==> src/rtl/coder_lane_arbiter.sv <==
// coder_lane_arbiter: round-robin merge of coder byte lanes into one stream,
// bounded bursts per grant, frame-end detection once every lane has finished.
module coder_lane_arbiter #(
    parameter int NUM_LANES = 8,
    parameter int BURST_MAX = 4
) (
    input  logic                   clk,
    input  logic                   rst_n,
    input  logic [NUM_LANES-1:0]   in_valid,
    input  logic [8*NUM_LANES-1:0] in_byte,
    input  logic [NUM_LANES-1:0]   in_last,
    output logic [NUM_LANES-1:0]   in_ready,
    output logic                   out_valid,
    input  logic                   out_ready,
    output logic [7:0]             out_bits_byte,
    output logic [7:0]             out_bits_idx,
    output logic                   out_bits_last,
    output logic                   busy
);

    localparam int IW = $clog2(NUM_LANES);
    localparam int CW = (BURST_MAX > 1) ? $clog2(BURST_MAX) : 1;

    typedef enum logic {
        IDLE,
        SERVE
    } state_e;

    state_e                 state_q, state_d;
    logic [IW-1:0]          g_q, g_d;
    logic [IW-1:0]          rr_q, rr_d;
    logic [CW-1:0]          burst_q, burst_d;
    logic [NUM_LANES-1:0]   done_q, done_d;
    logic                   out_valid_q, out_valid_d;
    logic [7:0]             byte_q, byte_d;
    logic [7:0]             idx_q, idx_d;
    logic                   last_q, last_d;

    logic [NUM_LANES-1:0]   elig;
    logic [NUM_LANES-1:0]   lane_oh;
    logic [IW:0]            pos;
    logic [IW-1:0]          sel;
    logic                   found;
    logic [IW-1:0]          next_g;
    logic                   can_acc;
    logic                   accept;
    logic                   drain;
    logic                   all_done;
    logic [7:0]             cur_byte;

    // First eligible lane at or after rr_q, wrapping modulo NUM_LANES.
    always_comb begin
        elig  = in_valid & ~done_q;
        found = 1'b0;
        sel   = '0;
        pos   = '0;
        for (int k = 0; k < NUM_LANES; k++) begin
            pos = {1'b0, rr_q} + (IW+1)'(k);
            if (pos >= (IW+1)'(NUM_LANES)) begin
                pos = pos - (IW+1)'(NUM_LANES);
            end
            if (!found && elig[pos[IW-1:0]]) begin
                found = 1'b1;
                sel   = pos[IW-1:0];
            end
        end
    end

    always_comb begin
        lane_oh  = {{(NUM_LANES-1){1'b0}}, 1'b1} << g_q;
        next_g   = (g_q == IW'(NUM_LANES-1)) ? '0 : g_q + 1'b1;
        can_acc  = (state_q == SERVE) && !done_q[g_q]
                   && (!out_valid_q || out_ready);
        accept   = can_acc && in_valid[g_q];
        drain    = out_valid_q && out_ready;
        all_done = &(done_q | lane_oh);
        cur_byte = in_byte[{g_q, 3'b000} +: 8];
        in_ready = can_acc ? lane_oh : '0;
    end

    always_comb begin
        state_d     = state_q;
        g_d         = g_q;
        rr_d        = rr_q;
        burst_d     = burst_q;
        done_d      = done_q;
        out_valid_d = out_valid_q;
        byte_d      = byte_q;
        idx_d       = idx_q;
        last_d      = last_q;

        if (drain && !accept) begin
            out_valid_d = 1'b0;
        end

        unique case (state_q)
            IDLE: begin
                if (found) begin
                    g_d     = sel;
                    burst_d = '0;
                    state_d = SERVE;
                end
            end
            SERVE: begin
                if (accept) begin
                    out_valid_d = 1'b1;
                    byte_d      = cur_byte;
                    idx_d       = 8'(g_q);
                    last_d      = in_last[g_q] && all_done;
                    if (in_last[g_q]) begin
                        done_d = done_q | lane_oh;
                    end
                    if (in_last[g_q] || burst_q == CW'(BURST_MAX-1)) begin
                        state_d = IDLE;
                        rr_d    = next_g;
                    end else begin
                        burst_d = burst_q + 1'b1;
                    end
                end else if (can_acc) begin
                    // Lane went quiet while it could have sent: give up the grant.
                    state_d = IDLE;
                    rr_d    = next_g;
                end
            end
            default: state_d = IDLE;
        endcase

        if (drain && last_q) begin
            done_d = '0;
            rr_d   = '0;
        end
    end

    // rst_n is active-high here.
    always_ff @(posedge clk or posedge rst_n) begin
        if (rst_n) begin
            state_q     <= IDLE;
            g_q         <= '0;
            rr_q        <= '0;
            burst_q     <= '0;
            done_q      <= '0;
            out_valid_q <= 1'b0;
            byte_q      <= '0;
            idx_q       <= '0;
            last_q      <= 1'b0;
        end else begin
            state_q     <= state_d;
            g_q         <= g_d;
            rr_q        <= rr_d;
            burst_q     <= burst_d;
            done_q      <= done_d;
            out_valid_q <= out_valid_d;
            byte_q      <= byte_d;
            idx_q       <= idx_d;
            last_q      <= last_d;
        end
    end

    assign out_valid     = out_valid_q;
    assign out_bits_byte = byte_q;
    assign out_bits_idx  = idx_q;
    assign out_bits_last = last_q;
    assign busy          = (state_q != IDLE) || out_valid_q;

endmodule

==> config.mk <==
export PLATFORM = sky130hd
export DESIGN_NAME = coder_lane_arbiter
export DESIGN_NICKNAME = d
export VERILOG_FILES = /design/src/rtl/coder_lane_arbiter.sv
export SDC_FILE = /design/constraint.sdc
export NUM_CORES = 1
export LEC_CHECK = 0
export CORE_MARGIN = 1.5
export CORE_UTILIZATION = 30
export CTS_BUF_LIST = sky130_fd_sc_hd__clkbuf_4 sky130_fd_sc_hd__clkbuf_8
export CTS_CLUSTER_DIAMETER = 200
export DETAILED_ROUTE_END_ITERATION = 6
export GPL_ROUTABILITY_DRIVEN = 0
export MAX_ROUTING_LAYER = met4
export PLACE_DENSITY = 0.71
export SYNTH_ARGS = -nofsm -noshare
export SYNTH_HDL_FRONTEND = slang
export SYNTH_SLANG_ARGS = --single-unit
==> constraint.sdc <==
create_clock -name clk -period 2.92 [get_ports clk]
set_clock_uncertainty 0.15 [all_clocks]
set_input_delay 0.876 -clock clk [delete_from_list [all_inputs] [get_ports clk]]
set_output_delay 0.876 -clock clk [all_outputs]
set_load 0.01 [all_outputs]
Yosys cells after proc, flatten, opt, wreduce, memory -nomap -nowiden
Cells that the tools add are included.
{ "totals": {"reg_bits": 30, "output_inout_bits": 27, "wordCells": 161} }
{ "op_classes": {"add_sub_neg": 17, "magnitude_cmp": 17, "eq_ne": 6, "n_shift": 2, "muxes": 69, "bitwise": 4, "reduce_logical": 37} }
{ "op_table": {"columns": ["operator", "n"], "rows": [
  ["$mux W3", 22],
  ["$shiftx A64 B7 Y8", 1],
  ["$mux W8", 5],
  ["$lt A3 B4 Y1 const B", 9],
  ["$bmux W1 S3", 11],
  ["$ge A4 B4 Y1 const B", 7],
  ["$mux W1", 26],
  ["$sub A3 B1 Y3 const B", 8],
  ["$add A3 B3 Y4 const B", 4],
  ["$logic_and A1 B1 Y1", 14],
  ["$logic_not A1 Y1", 10],
  ["$reduce_and A3 Y1", 3],
  ["$add A3 B2 Y4 const B", 2],
  ["$and A8 B8 Y8", 1],
  ["$not A8 Y8", 1],
  ["$or A8 B8 Y8", 1],
  ["$reduce_and A8 Y1", 1],
  ["$shl A1 B3 Y8 const A", 1],
  ["$mux W2", 3],
  ["$reduce_bool A2 Y1", 3],
  ["$add A3 B1 Y4 const B", 1],
  ["$ge A3 B4 Y1 const B", 1],
  ["$ne A2 B2 Y1 const B", 2],
  ["$pmux W2 S2", 1],
  ["11 further kinds", 14]
]} }

Logic depth before layout (Yosys ltp)
Gate-level depths: netlist of the first run.
{ "logic_depth": {"word_depth": 28, "ltp_mapped": 10} }

Worst setup path after synthesis of the first run
No wires, ideal clock.
{ "synth_path": {"path_kind": "flip-flop to flip-flop", "startpoint": "reg rr_q[1]", "endpoint": "reg g_q[2]", "setup_ns": 0.130, "arrival_time_ns": 2.817, "path_slack_ns": -0.177, "path_stages_with_launch": 11, "n_path_buf": 3, "period_less_slack_ns": 3.097, "path_cell_list": "dfrtp_1 -> clkbuf_1 -> inv_1 -> ha_1 -> clkbuf_1 -> buf_1 -> mux4_2 -> and3_1 -> a41o_1 -> a32oi_1 -> o41ai_1"} }
{ "synth_via": {"elab_chain_len": 27} }
{ "synth_rtl": {"columns": ["item", "line", "text"], "rows": [
  ["from (decl)", "31", "logic [IW-1:0] rr_q, rr_d;"],
  ["from (signal assigned)", "149", "rr_q <= rr_d;"],
  ["branches (longest 27 deep; another with $add A3 B1 Y4)", null, null],
  ["to (signal assigned)", "148", "g_q <= g_d;"],
  ["to (decl)", "30", "logic [IW-1:0] g_q, g_d;"]
]} }
Several ways; the timed one is not identified. The select of a mux whose other input is x is not followed.
A chain may end at the register's enable or synchronous reset.

Worst setup path after layout of the first run
{ "layout_path": {"startpoint": "reg g_q[0]", "endpoint": "out in_ready[4]"} }
{ "layout_via": {"elab_chain_len": 6} }
{ "layout_rtl": {"columns": ["item", "line", "text"], "rows": [
  ["$bmux W1 S3", "72", "can_acc = (state_q == SERVE) && !done_q[g_q]"],
  ["$mux W1 (implied by the code)", "72", null],
  ["$logic_not A1 Y1", "72", null],
  ["$logic_and A1 B1 Y1", "72", null],
  ["$logic_and A1 B1 Y1", "73", "&& (!out_valid_q || out_ready);"],
  ["$mux W8 *", "78", "in_ready = can_acc ? lane_oh : '0;"],
  ["to (decl)", "12", "output logic [NUM_LANES-1:0] in_ready,"]
]} }
Mark *: on every way between the ends. The rest lies on a longest branch, timed or not. The select of a mux whose other input is x is not followed.

==> results.ini, run 1 <==
[worst_setup_path]
r2r_slack_ns=0.25
r2r_end=g_q[1]
end_kind=primary output
startpoint_type=flip-flop
path_class=reg -> out
critPathCapture=in_ready[4]
r2r_start=rr_q[0]
worstPathRequired_ns=1.89
ff2ff_path_depth=8
critPathArrivalTime_ns=1.98
cp_max_fo=5
crit_start=g_q[0]

[clock_network]
cts-root-buf=clkbuf_8
cts_tree=done
cts_inserted_buffers=5
cts_num_sinks=30
hold_buffers=0
cts_max_path_buffers=2
clk_pin_slew_ns=0.06
clk_latency_ns=0.28
h-tree-depth=2

[global_route]
grt_pass1_wl_um=16600
grtUsageTotal=0.208
antenna_found_initial=0
grt.overflow.total=0
grt_max_degree=28
grt_pass1_vias=3224

[routing]
num_vias=3271
remaining_drc_errors=0
wire_per_inst_um=17.6
drt-initial-drc-count=190
wirelength_um=10900
dr.pass1.iters=4
drtAntennaViolNets=0
avgViaCountPerCell=5.28

[synth]
synth_area_um2=3010
yosysTopAreaCell=dfrtp_1
synth_seq_area_share=0.249
ys_warn_count=0
synth_commonest_cells=nand2_1 (33), nor2_1 (33), dfrtp_1 (30)
netlist_instances=319
synth_area_leaders=dfrtp_1 (25%), mux4_2 (22%), nand2_1 (4.1%)
yosys.area.top_type_share=0.249
synth_area_per_cell_um2=9.44
yosys_most_used_dff=dfrtp_1
synth_edf_count=0
ys_types=60
ys_seq_elements=30
synthArstFlopShare=1.00

[finish]
n_fill_cell=880
final_area_um2=4880
area_delta_synth_final_pct=62.1
fin_util=0.499
drive_above_1_share=0.322
final_cells=620
layout.nets=579
diodes=0

[min_path]
hp-class=reg -> reg
hold_depth=1

[die]
rows=36
num_io_pins=110
dieHeight_um=103
start_util=0.308
die-area_um2=10600
core_um2=9770
die_x_um=103

[pwr]
p_leak_nw=2.10
powerDensity_nw_per_um2=1210
p_clk_frac=0.053
power.switching_w=0.00267
sw_frac_of_total=0.451
internal-power_w=0.00325
p_seq_frac=0.131
p_comb_frac=0.816
ir_drop_uv=578

[sta]
rsz0062_at_grt=true
max_freq_ghz=0.333
setup_viol=5
min_period_over_period=1.03
period_needed_ns=3.00
slew_violations=0
final_hold_viol_count=0
tightest_slew_ns=0.518
setup_ws_ns=-0.0848
slew_headroom=0.652

[place]
dpl.cell_count=605
portBuffers=104
post_dp_cell_area_um2=4650
place_hpwl_um=8710

[run]
maxCapViolations=0

[outcome]
violations=negative setup slack
status=complete, but fails checks

worst min-delay path by stage:
stage | start | to
CTS | burst_q[0] | burst_q[0]
detailed placement | out_bits_idx[1] | out_bits_idx[1]
global placement | burst_q[0] | burst_q[0]
floorplan | burst_q[0] | burst_q[0]
global route | out_bits_idx[0] | out_bits_idx[0]
finish | burst_q[0] | burst_q[0]
layout make-up:
class                   instances  area (µm²)  area share
clock buffers                   5        68.8      0.0141
clock inverters                 2        10.0     0.00205
inverters                      15        56.3      0.0115
multi-input cells             251        2220       0.454
flip-flops and latches         30         752       0.154
well taps                     133         166      0.0341
repair buffers                184        1610       0.330
power by group through the flow:
stage	registers, W	clock network [W]	logic [W]
2_1_floorplan	0.000798	0	0.00268
6_report	0.000775	0.000316	0.00483
3_5_place_dp	0.000776	0	0.00447
4_1_cts	0.000776	0.000321	0.00465
5_1_grt	0.000807	0.000340	0.00518
3_3_place_gp	0.000764	0	0.00437
through the flow:
step	power (W)	hold WS, ns	setup slack (ns)	setup TNS, ns
global placement	0.00513	0.337	-0.647	-9.55
floorplan	0.00348	0.315	0.00252	0
CTS	0.00575	0.364	-0.0520	-0.0791
detailed placement	0.00524	0.351	-0.677	-10.54
finish	0.00592	0.363	-0.0848	-0.219
global route	0.00633	0.394	-0.163	-0.918
per-layer routing:
layer / vias up / wire (µm) / GRT usage
met5: - / 0 / -
met4: 0 / 206 / 0.0634
met3: 17 / 398 / 0.0269
met2: 93 / 5720 / 0.329
met1: 1631 / 4580 / 0.279
li1: 1530 / - / -
worst max-delay path, cell delays in order, from the launching register on:
cell     delay [ns]
dfrtp_2        0.43
mux4_2         0.54
nand2_2        0.08
nand4_1        0.14
buf_6          0.17
buf_4          0.14
nor2_4         0.09
buf_6          0.11
state kept, by name (all words and copies together) (netlist names):
signal	count
out_valid	1
out_bits_idx	3
state_q	1
g_q	3
rr_q	3
out_bits_byte	8
out_bits_last	1
done_q	8
burst_q	2
cell usage in the layout (no fill, tap or decap), types with 2 or more instances in the layout:
master,synthesis,final
mux2_4,1,2
buf_4,5,78
o221ai_1,2,2
clkdlybuf4s50_1,0,87
nand2_1,33,31
o21ai_0,7,7
ha_1,9,9
nor2b_1,7,3
nor2b_4,0,4
a31oi_1,17,17
a22oi_1,2,2
a21o_1,2,2
mux2i_4,0,2
nor2_1,33,30
conb_1,1,5
nor2_4,0,2
mux4_2,29,30
or3_1,2,2
nand3_1,5,5
nand4_1,4,4
dfrtp_1,30,29
nand2b_1,12,11
clkinv_2,0,2
mux2_2,5,4
clkbuf_8,0,5
a21oi_1,15,14
buf_2,3,7
and3_1,5,5
inv_1,14,14
mux2i_1,12,11
nand2_2,0,2
a211oi_1,3,3
buf_6,1,2
o22ai_1,4,3
dlygate4sd2_1,0,8
and2_1,4,4
a211o_1,2,2
o22a_1,2,2
cells by family after synthesis:
group,share of synthesized area
compound gates,0.167
xor+xnor,0.00831
fa+ha+maj,0.0374
buf+inv,0.0623
flops,0.249
mux,0.294
other cells,0.00125
simple gates,0.181
timing repair:
| item | in CTS | in global routing |
|---|---|---|
| endpoints found under the setup margin | 14 | 11 |
| gates resized for setup | 68 | 10 |
| setup buffers | 5 | 3 |
| pin swaps | 9 | 6 |
| hold endpoints to repair | 0 | 0 |
Note: power is estimated with default switching activity, not from simulation.
==> inputs of run 2 (changes only) <==
- CTS_BUF_LIST: sky130_fd_sc_hd__clkbuf_4 sky130_fd_sc_hd__clkbuf_8 -> default
- MAX_ROUTING_LAYER: met4 -> default
- SLEW_MARGIN: default -> 20
==> run 2 against run 1 <==
The flow still finishes with violations (negative setup slack). Non-clock buffer count did not move. Total power barely moved. Global-route usage fell by 0.60 points. First-iteration DRC count rose by 15%.
==> results.ini, run 2 (synthesized netlist as in run 1, its figures left out) <==
[clock_network]
cts_num_sinks=30
h-tree-depth=2
clk_latency_ns=0.28
cts_max_path_buffers=2
cts_tree=done
cts_inserted_buffers=5
cts-root-buf=clkbuf_8
clk_pin_slew_ns=0.06

[worst_setup_path]
crit_chain=mux4_2, nand2_2, nand4_1, buf_6, buf_4, nor2_4, buf_6
path_depth=7
path_class=reg -> out
ff2ff_path_depth=9
critPathCapture=in_ready[4]
r2r_end=burst_q[1]
worstPathRequired_ns=1.89
critPathSlowestCell=mux4_2
r2r_slack_ns=0.25
startpoint_type=flip-flop
critPathArrivalTime_ns=1.98
cp_max_fo=5
crit_buf_inv=3
max_stage_delay_ns=0.54
end_kind=primary output
cpMostUsedCell=buf_6
r2r_start=rr_q[0]
crit_start=g_q[0]
crit_family=multiplexers

[die]
die_x_um=103
core_um2=9770
die-area_um2=10600
dieHeight_um=103
start_util=0.308
num_io_pins=110
rows=36

[routing]
avgViaCountPerCell=5.26
wirelength_um=10900
dr.pass1.iters=4
num_vias=3262
drt-initial-drc-count=218
drtAntennaViolNets=0
remaining_drc_errors=0
wire_per_inst_um=17.6

[finish]
drive_above_1_share=0.322
final_common_cell=clkdlybuf4s50_1
diodes=0
final_area_um2=4880
final_cells=620
n_fill_cell=880
multiInputGateArea_um2=2220
layout.nets=579
area_delta_synth_final_pct=62.1
seqCellArea_um2=752
final_cell_mix=clkdlybuf4s50_1 (87), buf_4 (78), nand2_1 (31), mux4_2 (30), nor2_1 (30)

[sta]
final_hold_viol_count=0
slew_violations=0
setup_viol=5
slew_headroom=0.639
period_needed_ns=3.00
min_period_over_period=1.03
rsz0062_at_grt=true
tightest_slew_ns=0.538
max_freq_ghz=0.333
setup_ws_ns=-0.0839

[global_route]
grt-busiest-layer=met2
grt_pass1_vias=3222
grt_pass1_wl_um=16500
grt_max_degree=28
grtUsageMet2=0.329
grt.overflow.total=0
grt_util_met1=0.280
grt_util_met3=0.0269
grtUsageTotal=0.202
antenna_found_initial=0

[pwr]
p_leak_nw=2.10
powerDensity_nw_per_um2=1210
power_w=0.00592
ir_drop_uv=578

[place]
portBuffers=104
place_hpwl_um=8710
preCtsSetupSlack_ns=-0.677
dpl.cell_count=605
post_dp_cell_area_um2=4650

[outcome]
violations=negative setup slack
status=complete, but fails checks

[run]
maxCapViolations=0

[min_path]
hp-class=reg -> reg

==> run 2: where the power goes <==
part           internal [W]  total (W)  switching (W)
combinational       0.00247    0.00483        0.00236
clock              0.000160   0.000316       0.000156
sequential         0.000626   0.000775       0.000149
total               0.00325    0.00592        0.00267
==> run 2: routing by layer <==
metal  wire length, µm  part of all wire
met1              4570              0.42
met5                 0                 0
met2              5670              0.52
met3               402             0.037
met4               250             0.023
==> run 2: worst min-delay path by stage <==
| stage | start | endpoint | cells after the start | slack [ns] |
|---|---|---|---|---|
| global placement | burst_q[0] | burst_q[0] | 1 | 0.34 |
| detailed placement | out_bits_idx[1] | out_bits_idx[1] | 1 | 0.35 |
| floorplan | burst_q[0] | burst_q[0] | 1 | 0.31 |
| CTS | burst_q[0] | burst_q[0] | 1 | 0.36 |
| global route | out_bits_idx[0] | out_bits_idx[0] | 1 | 0.39 |
| finish | burst_q[0] | burst_q[0] | 1 | 0.36 |
==> run 2: stage by stage <==
stage | hold slack (ns) | TNS [ns] | utilization
floorplan | 0.315 | 0 | -
global placement | 0.337 | -9.55 | 0.475
detailed placement | 0.351 | -10.54 | 0.475
CTS | 0.364 | -0.0791 | 0.493
global route | 0.394 | -0.918 | 0.499
finish | 0.363 | -0.220 | 0.499
==> run 2: worst register-to-register path, stage by stage, from the launching register on <==
cell and delay, ns:
dfrtp_1 0.36, inv_2 0.05, ha_1 0.45, buf_4 0.25, mux4_2 0.50, and3_1 0.23, a41o_1 0.27, buf_4 0.14
nand3_1 0.06, o21ai_0 0.08
==> run 2: final cells by class <==
type                    count  share of cell area
well taps                 133              0.0341
multi-input cells         251               0.454
repair buffers            184               0.330
inverters                  15              0.0115
flip-flops and latches     30               0.154
clock inverters             2             0.00205
clock buffers               5              0.0141
==> run 2: repair_timing <==
item / 4_1_cts / 5_1_grt
buffers inserted: 5 / 3
setup endpoints to repair: 14 / 11
endpoints found under the hold margin: 0 / 0
pin swaps: 9 / 6
hold buffers: 0 / 0
gates cloned: 0 / 0
gates resized for setup: 68 / 10
